### config.mk
export PLATFORM = sky130hd
export DESIGN_NAME = fif_rd_streamer
export DESIGN_NICKNAME = d
export VERILOG_FILES = /design/src/rtl/fif_rd_pkg.sv /design/src/rtl/fif_rd_skid_buf.sv /design/src/rtl/fif_rd_streamer.sv
export SDC_FILE = /design/constraint.sdc
export NUM_CORES = 1
export LEC_CHECK = 0
export BUFFER_PORTS_ARGS = -buffer_cell sky130_fd_sc_hd__buf_4
export CAP_MARGIN = 25
export CORE_AREA = 8 8 57 59
export DETAILED_ROUTE_END_ITERATION = 7
export DIE_AREA = 0 0 65 67
export GPL_TIMING_DRIVEN = 0
export SETUP_SLACK_MARGIN = 0.2
export SLEW_MARGIN = 20
export SYNTH_ARGS = -nofsm -noshare
export SYNTH_HDL_FRONTEND = slang
export SYNTH_SLANG_ARGS = --single-unit
export TNS_END_PERCENT = 50
### constraint.sdc
create_clock -name clk -period 4.93 [get_ports clk]
set_input_delay 0.2465 -clock clk [delete_from_list [all_inputs] [get_ports clk]]
set_output_delay 0.2465 -clock clk [all_outputs]
set_load 0.005 [all_outputs]
### src/rtl/fif_rd_pkg.sv
`default_nettype none
// +----------------------------------------------------------------------------+
// | Module  : fif_rd_pkg                                                       |
// | Brief   : Shared defaults, types and credit helper for the FIFO read side. |
// | Revision: 1.0                                                              |
// +----------------------------------------------------------------------------+
package fif_rd_pkg;

    localparam int C_DATA_WIDTH = 8;
    localparam int C_SKID_DEPTH = 2;

    typedef logic [C_DATA_WIDTH-1:0]              data_t;
    typedef logic [$clog2(C_SKID_DEPTH)-1:0]      ptr_t;
    typedef logic [$clog2(C_SKID_DEPTH+1)-1:0]    cnt_t;

    // True when one more read can be issued without overrunning the skid buffer.
    function automatic logic credit_avail(input int count, input logic inflight,
                                          input logic pop, input int depth);
        return (count + int'(inflight) - int'(pop)) < depth;
    endfunction

endpackage
`default_nettype wire

### src/rtl/fif_rd_skid_buf.sv
`default_nettype none
// +----------------------------------------------------------------------------+
// | Module  : fif_rd_skid_buf                                                  |
// | Brief   : Small circular buffer absorbing the FIFO read latency.           |
// | Revision: 1.0                                                              |
// +----------------------------------------------------------------------------+
module fif_rd_skid_buf
    import fif_rd_pkg::*;
#(
    parameter int DATA_WIDTH = C_DATA_WIDTH,
    parameter int SKID_DEPTH = C_SKID_DEPTH
) (
    input  logic                               clk,
    input  logic                               rst_n,
    input  logic                               i_push,
    input  logic [DATA_WIDTH-1:0]              i_push_data,
    input  logic                               i_pop,
    output logic [DATA_WIDTH-1:0]              o_data,
    output logic [$clog2(SKID_DEPTH+1)-1:0]    o_count,
    output logic                               o_empty
);

    localparam int C_PTR_W = $clog2(SKID_DEPTH);
    localparam int C_CNT_W = $clog2(SKID_DEPTH+1);

    logic [DATA_WIDTH-1:0] r_mem [SKID_DEPTH];
    logic [C_PTR_W-1:0]    r_wr_ptr;
    logic [C_PTR_W-1:0]    r_rd_ptr;
    logic [C_CNT_W-1:0]    r_count;

    // Entries are cleared on reset so the output reads zero until the first capture.
    always_ff @(posedge clk or negedge rst_n) begin
        if (!rst_n) begin
            for (int i = 0; i < SKID_DEPTH; i++) begin
                r_mem[i] <= '0;
            end
            r_wr_ptr <= '0;
            r_rd_ptr <= '0;
            r_count  <= '0;
        end else begin
            if (i_push) begin
                r_mem[r_wr_ptr] <= i_push_data;
                r_wr_ptr        <= r_wr_ptr + 1'b1;
            end
            if (i_pop) begin
                r_rd_ptr <= r_rd_ptr + 1'b1;
            end
            case ({i_push, i_pop})
                2'b10:   r_count <= r_count + 1'b1;
                2'b01:   r_count <= r_count - 1'b1;
                default: r_count <= r_count;
            endcase
        end
    end

    assign o_data  = r_mem[r_rd_ptr];
    assign o_count = r_count;
    assign o_empty = (r_count == '0);

endmodule
`default_nettype wire

### src/rtl/fif_rd_streamer.sv
`default_nettype none
// +----------------------------------------------------------------------------+
// | Module  : fif_rd_streamer                                                  |
// | Brief   : FIFO read master presenting words as a valid/ready stream.       |
// |           Define FIF_RD_STATS_EN to add word and stall counters.           |
// | Revision: 1.0                                                              |
// +----------------------------------------------------------------------------+
module fif_rd_streamer
    import fif_rd_pkg::*;
#(
    parameter int DATA_WIDTH = C_DATA_WIDTH,
    parameter int SKID_DEPTH = C_SKID_DEPTH
) (
    input  logic                  clk,
    input  logic                  rst_n,
    output logic                  fifo_rd_en,
    input  logic [DATA_WIDTH-1:0] fifo_data,
    input  logic                  fifo_empty,
    output logic                  m_valid,
    input  logic                  m_ready,
    output logic [DATA_WIDTH-1:0] m_data
`ifdef FIF_RD_STATS_EN
    ,
    output logic [31:0]           rd_word_cnt,
    output logic [31:0]           rd_stall_cnt
`endif
);

    localparam int C_CNT_W = $clog2(SKID_DEPTH+1);

    logic               r_inflight;
    logic               w_pop;
    logic               w_empty;
    logic [C_CNT_W-1:0] w_count;

    fif_rd_skid_buf #(
        .DATA_WIDTH (DATA_WIDTH),
        .SKID_DEPTH (SKID_DEPTH)
    ) u_skid (
        .clk         (clk),
        .rst_n       (rst_n),
        .i_push      (r_inflight),
        .i_push_data (fifo_data),
        .i_pop       (w_pop),
        .o_data      (m_data),
        .o_count     (w_count),
        .o_empty     (w_empty)
    );

    assign m_valid = !w_empty;
    assign w_pop   = m_valid && m_ready;

    // The read strobe is held low throughout reset so nothing is pulled from the FIFO.
    assign fifo_rd_en = rst_n && !fifo_empty &&
                        credit_avail(int'(w_count), r_inflight, w_pop, SKID_DEPTH);

    always_ff @(posedge clk or negedge rst_n) begin
        if (!rst_n) begin
            r_inflight <= 1'b0;
        end else begin
            r_inflight <= fifo_rd_en;
        end
    end

`ifdef FIF_RD_STATS_EN
    always_ff @(posedge clk or negedge rst_n) begin
        if (!rst_n) begin
            rd_word_cnt  <= '0;
            rd_stall_cnt <= '0;
        end else begin
            if (w_pop) begin
                rd_word_cnt <= rd_word_cnt + 32'd1;
            end
            if (m_valid && !m_ready) begin
                rd_stall_cnt <= rd_stall_cnt + 32'd1;
            end
        end
    end
`endif

endmodule
`default_nettype wire

# Yosys cells after proc, flatten, opt, wreduce, memory -nomap -nowiden
# Index checks and enable logic that the tools add are counted.
# totals
ff_bits,21
latch_bits,0
ram_bits,0
mem_bits_ro,0
in_bits,12
out_inout_bits,10
elab_cells,35
n_memories,0
# op_classes
n_addsub,6
multipliers,0
div_mod_pow,0
n_lt_le_gt_ge,4
eq_ne,2
shift,0
muxes,7
bitwise,2
reduce_logical,8
# ops
operator,n
$mux W8,4
$bwmux W16,1
$demux W8 S1,1
$ge A2 B2 Y1 const B,2
$logic_and A1 B1 Y1,4
$lt A4 B3 Y1 const B,1
$not A1 Y2,2
$pmux W2 S2,1
$sub A3 B1 Y4,1
$add A2 B1 Y3,1
$add A1 B1 Y1 const B,2
$add A2 B1 Y2 const B,1
$eq A2 B1 Y1 const B,1
$eq A2 B2 Y1 const B,1
$logic_not A1 Y1,2
$logic_not A2 Y1,1
$lt A2 B1 Y1 const B,1
$reduce_bool A2 Y1,1
$sub A2 B1 Y2 const B,1

# Logic depth before layout (Yosys ltp)
# Gate-level depths: netlist (run 1).
# depth
word_depth,6
depth_mapped,5
ltp_nobuf,5

# Cells and area by module
# A second synthesis (run 1) with hierarchy kept.
# hier_totals
cells_unflattened,69
area_unflattened_um2,1002.2
# by_module_without_submodules
module,instances,cells_each,area_each_um2,seq_area_each_um2
fif_rd_skid_buf,1,56,860.8,500.5
fif_rd_streamer,1,13,141.4,25.0

# Worst setup path after synthesis (run 1)
# Ideal clock, no wire load.
# synth_timing
path_type,flip-flop to output port
start,"register u_skid.r_count[1], in the netlist u_skid.o_count[1]"
end,output fifo_rd_en
t_arrival_ps,1565
required_ps,4683
path_slack_ps,3118
path_stages_with_launch,6
n_path_buf,0
cell_sequence,dfrtp_1 > and3b_1 > o21ai_0 > fa_1 > xor2_1 > nor3_1
# synth_between
elab_chain_cells,6
word_cells_on_any_way,7
cone_classes,2 x add/sub; 1 x order compare; 4 x reduce/logical
# synth_lines
item,line,source
"start, declared",fif_rd_skid_buf.sv:29,logic [C_CNT_W-1:0] r_count;
"start signal, assigned",fif_rd_skid_buf.sv:49,2'b10: r_count <= r_count + 1'b1;
"start signal, assigned",fif_rd_skid_buf.sv:50,2'b01: r_count <= r_count - 1'b1;
"start signal, assigned",fif_rd_skid_buf.sv:51,default: r_count <= r_count;
branches (longest 3 deep; another with $add A2 B1 Y3),--,
$sub A3 B1 Y4 *,fif_rd_pkg.sv:19,return (count + int'(inflight) - int'(pop)) < depth;
$lt A4 B3 Y1 *,fif_rd_pkg.sv:19,
$logic_and A1 B1 Y1 *,fif_rd_streamer.sv:54,assign fifo_rd_en = rst_n && !fifo_empty &&
"end, declared",fif_rd_streamer.sv:16,"output logic fifo_rd_en,"
# Every way passes the cells marked *.

# Worst setup path in the final report (run 1)
# Ends and elaborated chain as after synthesis.

==> reports/qor.csv, run 1 <==
stage;metric;value;unit
final_layout;multi_input_area;447;sq um
critical_path;crit_type;register to primary output;
sta;setup_tns;0;ns
logic_synthesis;seq_area_frac_synth;52.6;%
floorplanning;ios;22;
sta;worst_pin_slew;0.273;ns
clocking;root_buffer;clkbuf_4;
critical_path;crit_required;4.68;ns
route;totalWireLength;1750;um
placement;place.gp.congestion;0.719;
final_layout;nFillCells;225;
critical_path;critPathMaxFanout;7;
critical_path;cpMaxStageDelayCell;dfrtp_1;
critical_path;slowest_delay;0.49;ns
logic_synthesis;post_synth_instance_area;1000;sq um
route;via_per_inst;4.73;
placement;hpwl;1260;um
sta;rsz0062_at_grt;false;
sta;post-route-min-period;2.36;ns
global_route;grt_usage;8.40;%
logic_synthesis;netlist.top_cell.by_area;dfrtp_1;
sta;setup_viol;0;
floorplanning;dieArea;4360;sq um
sta;fmax;0.424;GHz
logic_synthesis;synth_area_leaders;dfrtp_1 53%, mux2_2 18%, mux2_4 12%, buf_6 2.3%, fa_1 2.0%;
critical_path;worstSetupStartpoint;u_skid.o_count[1]$_DFFE_PN0P_;
floorplanning;die_w;65;um
final_layout;drive_gt1_share;58.5;%
final_layout;area_growth;23.3;%
pwr;p_sw_share;28.5;%
sta;skew;0.00607;ns
global_route;grt_overflow;0;
logic_synthesis;syn_area_per_cell;14.7;sq um
clocking;cts_resized;0;
sta;drv_slew;0;
sta;fin_crit_sh;47.8;%
clocking;cts_hold_buf;1;
clocking;cts_tree;yes;
clocking;postCtsSetupBuffers;0;
pwr;power_density;574;nW/um^2
logic_synthesis;synth.top_cell.area_share;52.6;%
critical_path;crit-reg2reg-capture;r_inflight$_DFF_PN0_;
floorplanning;fp.dieH;67;um
pwr;p_leak;0.575;nW
clocking;clockBufferDepth;2;
route;wire_per_inst;14.1;um
pwr;pwr-share-comb;46.6;%
route;first_pass_iters;3;
critical_path;end_kind;primary output;
pwr;power;0.000707;W
logic_synthesis;synthCells;68;
floorplanning;rows;18;
floorplanning;core_area;2360;sq um
critical_path;worstPathArrival;2.11;ns
route;drt_iter0_markers;15;
global_route;antenna_found_initial;0;
pwr;power_frac_clock;11.3;%
critical_path;rr_worst_depth;5;
logic_synthesis;synth_cell_types;20;
critical_path;startpoint_type;register;
sta;maxSlewHeadroom;81.8;%
logic_synthesis;syn-num-nets;81;
clocking;htreeDepth;1;
pwr;peakVddDrop;0.000322;V
global_route;grt_pass1_wl;2820;um
min_path;hold_class;input pin to register;
global_route;grt_start_max_net_pins;23;
critical_path;endpoint;fifo_rd_en;
final_layout;nets;108;
route;ant_nets;0;
clocking;clk_pin_slew;0.11;ns
clocking;clkLatencyLatePin;0.30;ns
critical_path;r2r_start;u_skid.o_count[1]$_DFFE_PN0P_;
global_route;grt_pass1_vias;593;
final_layout;diodes;0;
logic_synthesis;yosysWarnings;0;
route;dr_total_vias;587;
placement;portBuffers;21;
critical_path;r2r_slack;3.18;ns
floorplanning;start_util;42.3;%
pwr;switchingPower;0.000202;W
pwr;p_int;0.000505;W
clocking;cts_buffers;3;
final_layout;seqCellArea;526;sq um
job;maxCapViolCount;0;
logic_synthesis;synth-seq-cells;21;
sta;hold_viol_final;0;
route;drc;0;
pwr;seqPwrFrac;42.0;%
critical_path;crit_chain;and3b_1 -> o21ai_0 -> fa_1 -> xor2_1 -> nor3_1 -> buf_4;
clocking;clock-sinks;21;
run_status;status;finished, final reports clean;
[area by class of cell]
class,instances,share of cell area [%]
flip-flops and latches,21,42.6
clock buffers,3,1.83
plain buffers,3,2.23
repair buffers,22,13.6
multi-input cells,44,36.2
clock inverters,1,0.406
well taps,30,3.05
[power by group through the flow]
stage	clock network (W)	logic, W	registers, W
5_1_grt	0.0000911	0.000359	0.000307
3_3_place_gp	0	0.000332	0.000296
3_5_place_dp	0	0.000337	0.000300
2_1_floorplan	0	0.000216	0.000288
4_1_cts	0.0000837	0.000338	0.000297
6_report	0.0000799	0.000330	0.000297
[cells in the final DEF, fill, tap and decap left out, drive strengths merged]
| cell type | count |
|---|---|
| xnor2 | 2 |
| nor3 | 1 |
| nand2 | 4 |
| buf | 24 |
| mux2 | 24 |
| dfrtp | 21 |
| dlygate4sd3 | 1 |
| mux2i | 1 |
| fa | 1 |
| a21oi | 1 |
| xor2 | 2 |
| and3b | 1 |
| clkbuf | 3 |
| o21ai | 1 |
| nand2b | 1 |
| clkinv | 1 |
| nor2 | 2 |
| or2 | 1 |
| nor2b | 2 |
[layer usage]
metal / up-vias / routed length [um] / part of all wire [%] / global-route usage [%]
li1: 286 / - / - / -
met1: 288 / 797 / 46 / 9.31
met2: 11 / 848 / 49 / 13.9
met3: 2 / 92 / 5.3 / 4.19
met4: 0 / 10 / 0.57 / 2.45
met5: - / 0 / 0 / 0
[stage by stage]
| stage | hold WS, ns | util [%] | worst slack (ns) | instances | instance area [sq um] |
|---|---|---|---|---|---|
| floorplan | -0.0491 | - | 3.12 | 68 | 1000 |
| global placement | 0.152 | 50.5 | 2.93 | 119 | 1190 |
| detailed placement | 0.152 | 50.5 | 2.90 | 119 | 1190 |
| CTS | 0.0869 | 52.1 | 2.54 | 124 | 1230 |
| global route | 0.0873 | 52.1 | 2.39 | 124 | 1230 |
| finish | 0.0972 | 52.1 | 2.57 | 124 | 1230 |
[worst min path at each step]
stage | start | end | slack, ns | cells after the start
after CTS | fifo_empty | r_inflight$_DFF_PN0_ | 0.09 | 2
final | fifo_empty | r_inflight$_DFF_PN0_ | 0.1 | 2
after detailed placement | rst_n | u_skid.r_mem[11]$_DFFE_PN0P_ | 0.15 | 1
after floorplan | rst_n | r_inflight$_DFF_PN0_ | -0.05 | 0
after global placement | rst_n | u_skid.r_mem[11]$_DFFE_PN0P_ | 0.15 | 1
after global routing | fifo_empty | r_inflight$_DFF_PN0_ | 0.09 | 2
[worst max-delay path: cells and delay by family, from the launching register on]
| family | cells | cell delay [ns] |
|---|---|---|
| AO/OA/AOI/OAI | 1 | 0.12 |
| adder cells (fa/ha/maj) | 1 | 0.42 |
| buffers and inverters | 1 | 0.16 |
| XOR/XNOR | 1 | 0.15 |
| flip-flops | 1 | 0.49 |
| AND/OR/NAND/NOR | 2 | 0.48 |
[synth_stat cells]
library cell	instances
nand2b_1	1
a21oi_1	1
nand2_2	1
nor2b_1	1
and3b_1	1
xor2_1	2
xnor2_1	2
buf_2	1
nor3_1	1
nor2_1	2
mux2_4	8
nand2_1	3
or2_2	1
o21ai_0	1
dfrtp_1	21
mux2i_1	1
nor2b_4	1
mux2_2	16
fa_1	1
buf_6	2
[cell families after synthesis]
family | count (synthesis) | synth area share (%)
fa+ha+maj | 1 | 2.00
compound gates | 2 | 1.00
simple gates | 12 | 7.14
buf+inv | 3 | 2.75
mux | 25 | 31.0
flops | 21 | 52.6
xor+xnor | 4 | 3.51
[sequential cells by signal (all words and copies together) (netlist names)]
register	cells
u_skid.o_count	2
u_skid.r_mem	16
r_inflight	1
u_skid.r_rd_ptr	1
u_skid.r_wr_ptr	1
(Power assumes the default switching activity.)
==> run 2, diff against run 1 <==
- clock period: 4.93 -> 2.2 ns (I/O delays scaled with it)
==> reports/qor.csv, run 2 (synthesis gave the netlist of run 1 again) <==
stage;metric;value;unit;change
global_route;grt_start_max_net_pins;23;;unchanged
global_route;grt_pass1_wl;3020;um;+7.1%
min_path;hold_start;fifo_data[1];;
floorplanning;start_util;42.3;%;unchanged
clocking;clockBufferDepth;2;;unchanged
min_path;hold_class;input pin to register;;
sta;skew;0.00294;ns;-0.00312 ns
floorplanning;rows;18;;unchanged
critical_path;rr_worst_depth;9;;+4
global_route;antenna_found_initial;0;;unchanged
critical_path;startpoint_type;register;;
clocking;htreeDepth;1;;unchanged
critical_path;worstPathArrival;1.93;ns;-0.18 ns
route;drc;0;;unchanged
sta;setup_viol;0;;unchanged
route;first_pass_iters;2;;-1
global_route;grt_usage;9.00;%;+0.60 points
sta;fin_crit_sh;92.9;%;
critical_path;end_kind;primary output;;
placement;place.gp.congestion;0.719;;unchanged
clocking;clock-sinks;21;;unchanged
route;via_per_inst;4.74;;about the same
floorplanning;die_w;65;um;unchanged
floorplanning;fp.dieH;67;um;unchanged
final_layout;layout_commonest_cell;buf_4;;
route;ant_nets;0;;unchanged
final_layout;most-common-layout-cells;26 x buf_4, 20 x dfrtp_1, 16 x mux2_2;;
sta;hold-worst-slack;0.0395;ns;-0.0577 ns
floorplanning;core_area;2360;sq um;unchanged
placement;portBuffers;21;;unchanged
final_layout;fin_cells;129;;+4.0%
placement;hpwl;1260;um;unchanged
critical_path;worstSetupStartpoint;u_skid.o_count[0]$_DFFE_PN0P_;;
sta;fin_ws;0.156;ns;-2.42 ns
critical_path;crit-reg2reg-capture;r_inflight$_DFF_PN0_;;
sta;fmax;0.489;GHz;
job;maxCapViolCount;0;;unchanged
sta;maxSlewHeadroom;82.0;%;+0.23 points
final_layout;largest_reg_flops;16;;unchanged
route;totalWireLength;1860;um;+6.5%
critical_path;critPathMaxFanout;4;;-3
placement;dpl-instance-area;1190;sq um;unchanged
sta;post-route-min-period;2.04;ns;
final_layout;diodes;0;;unchanged
floorplanning;dieArea;4360;sq um;unchanged
floorplanning;ios;22;;unchanged
critical_path;crit_required;2.09;ns;-2.59 ns
final_layout;largest_register;u_skid.r_mem;;
sta;drv_slew;0;;unchanged
pwr;p_leak;0.600;nW;+4.5%
clocking;clk_pin_slew;0.11;ns;about the same
final_layout;fin_area;1290;sq um;+4.4%
placement;dp_cells;119;;unchanged
clocking;cts_buffers;3;;unchanged
sta;setup_tns;0;ns;unchanged
run_status;status;finished, final reports clean;;
placement;pre_cts_ws;0.307;ns;-2.59 ns
pwr;power_density;1260;nW/um^2;+120%
sta;hold_viol_final;0;;unchanged
critical_path;crit_type;register to primary output;;
global_route;grt_pass1_vias;651;;+9.8%
critical_path;r2r_start;u_skid.o_count[1]$_DFFE_PN0P_;;
final_layout;nFillCells;221;;-1.8%
route;dr_total_vias;611;;+4.1%
sta;rsz0062_at_grt;true;;
final_layout;drive_gt1_share;66.7;%;+8.2 points
final_layout;nets;113;;+4.6%
clocking;clkLatencyLatePin;0.30;ns;about the same
clocking;root_buffer;clkbuf_4;;
sta;worst_pin_slew;0.269;ns;-0.00347 ns
critical_path;endpoint;fifo_rd_en;;
final_layout;area_growth;28.7;%;
clocking;cts_tree;yes;;
global_route;grt_overflow;0;;unchanged
critical_path;r2r_slack;0.23;ns;-2.95 ns
pwr;peakVddDrop;0.000726;V;+130%
route;drt_iter0_markers;13;;-2
route;wire_per_inst;14.4;um;+2.3%
run 2: cell type report:
class | count | area (sq um) | area share (%)
Sequential cell | 21 | 527 | 41.0
Timing Repair Buffer | 27 | 205 | 16.0
Multi-Input combinational cell | 44 | 462 | 35.9
Tap cell | 30 | 37.5 | 2.92
Buffer | 3 | 27.5 | 2.14
Clock buffer | 3 | 22.5 | 1.75
Clock inverter | 1 | 5.00 | 0.389
run 2: power breakdown:
| group | leakage [nW] | internal (W) | switching [W] | total (W) |
|---|---|---|---|---|
| registers | 0.249 | 0.000567 | 0.0000980 | 0.000665 |
| logic | 0.333 | 0.000517 | 0.000254 | 0.000771 |
| clock network | 0.0177 | 0.0000677 | 0.000113 | 0.000180 |
| total | 0.600 | 0.00115 | 0.000464 | 0.00162 |
run 2: how the worst min path moves through the flow:
stage	slack, ns	depth (start not counted)	end
after floorplan	-0.19	0	r_inflight$_DFF_PN0_
after global placement	0.02	1	u_skid.r_mem[11]$_DFFE_PN0P_
after detailed placement	0.02	1	u_skid.r_mem[11]$_DFFE_PN0P_
after CTS	0.03	2	u_skid.r_mem[9]$_DFFE_PN0P_
after global routing	0.02	2	u_skid.r_mem[9]$_DFFE_PN0P_
final	0.04	2	u_skid.r_mem[9]$_DFFE_PN0P_
run 2: layer usage:
metal  routed length (um)  part of all wire, %  vias up  track usage [%]
li1                     -                    -      296                -
met2                  944                   51       11             15.8
met1                  817                   44      302             9.51
met3                   91                  4.9        2             4.19
met4                    8                 0.43        0             2.45
met5                    0                    0        -                0
run 2: stage by stage:
step | util (%) | power [W]
finish | 54.4 | 0.00162
global route | 54.4 | 0.00173
CTS | 54.4 | 0.00164
detailed placement | 50.5 | 0.00143
global placement | 50.5 | 0.00141
floorplan | - | 0.00113
run 2: repair_timing:
item	CTS	global route
resized for setup	7	0
pin swaps	1	0
hold buffers	1	0
endpoints found under the setup margin	1	2
setup buffers	5	0
gates cloned	0	0
hold endpoints to repair	21	0
run 2: critical path, cell delays in order (launching register included):
cell,delay [ns]
dfrtp_1,0.41
and3b_2,0.29
o21ai_2,0.08
fa_2,0.52
nand2_1,0.06
nor3_2,0.14
buf_4,0.14
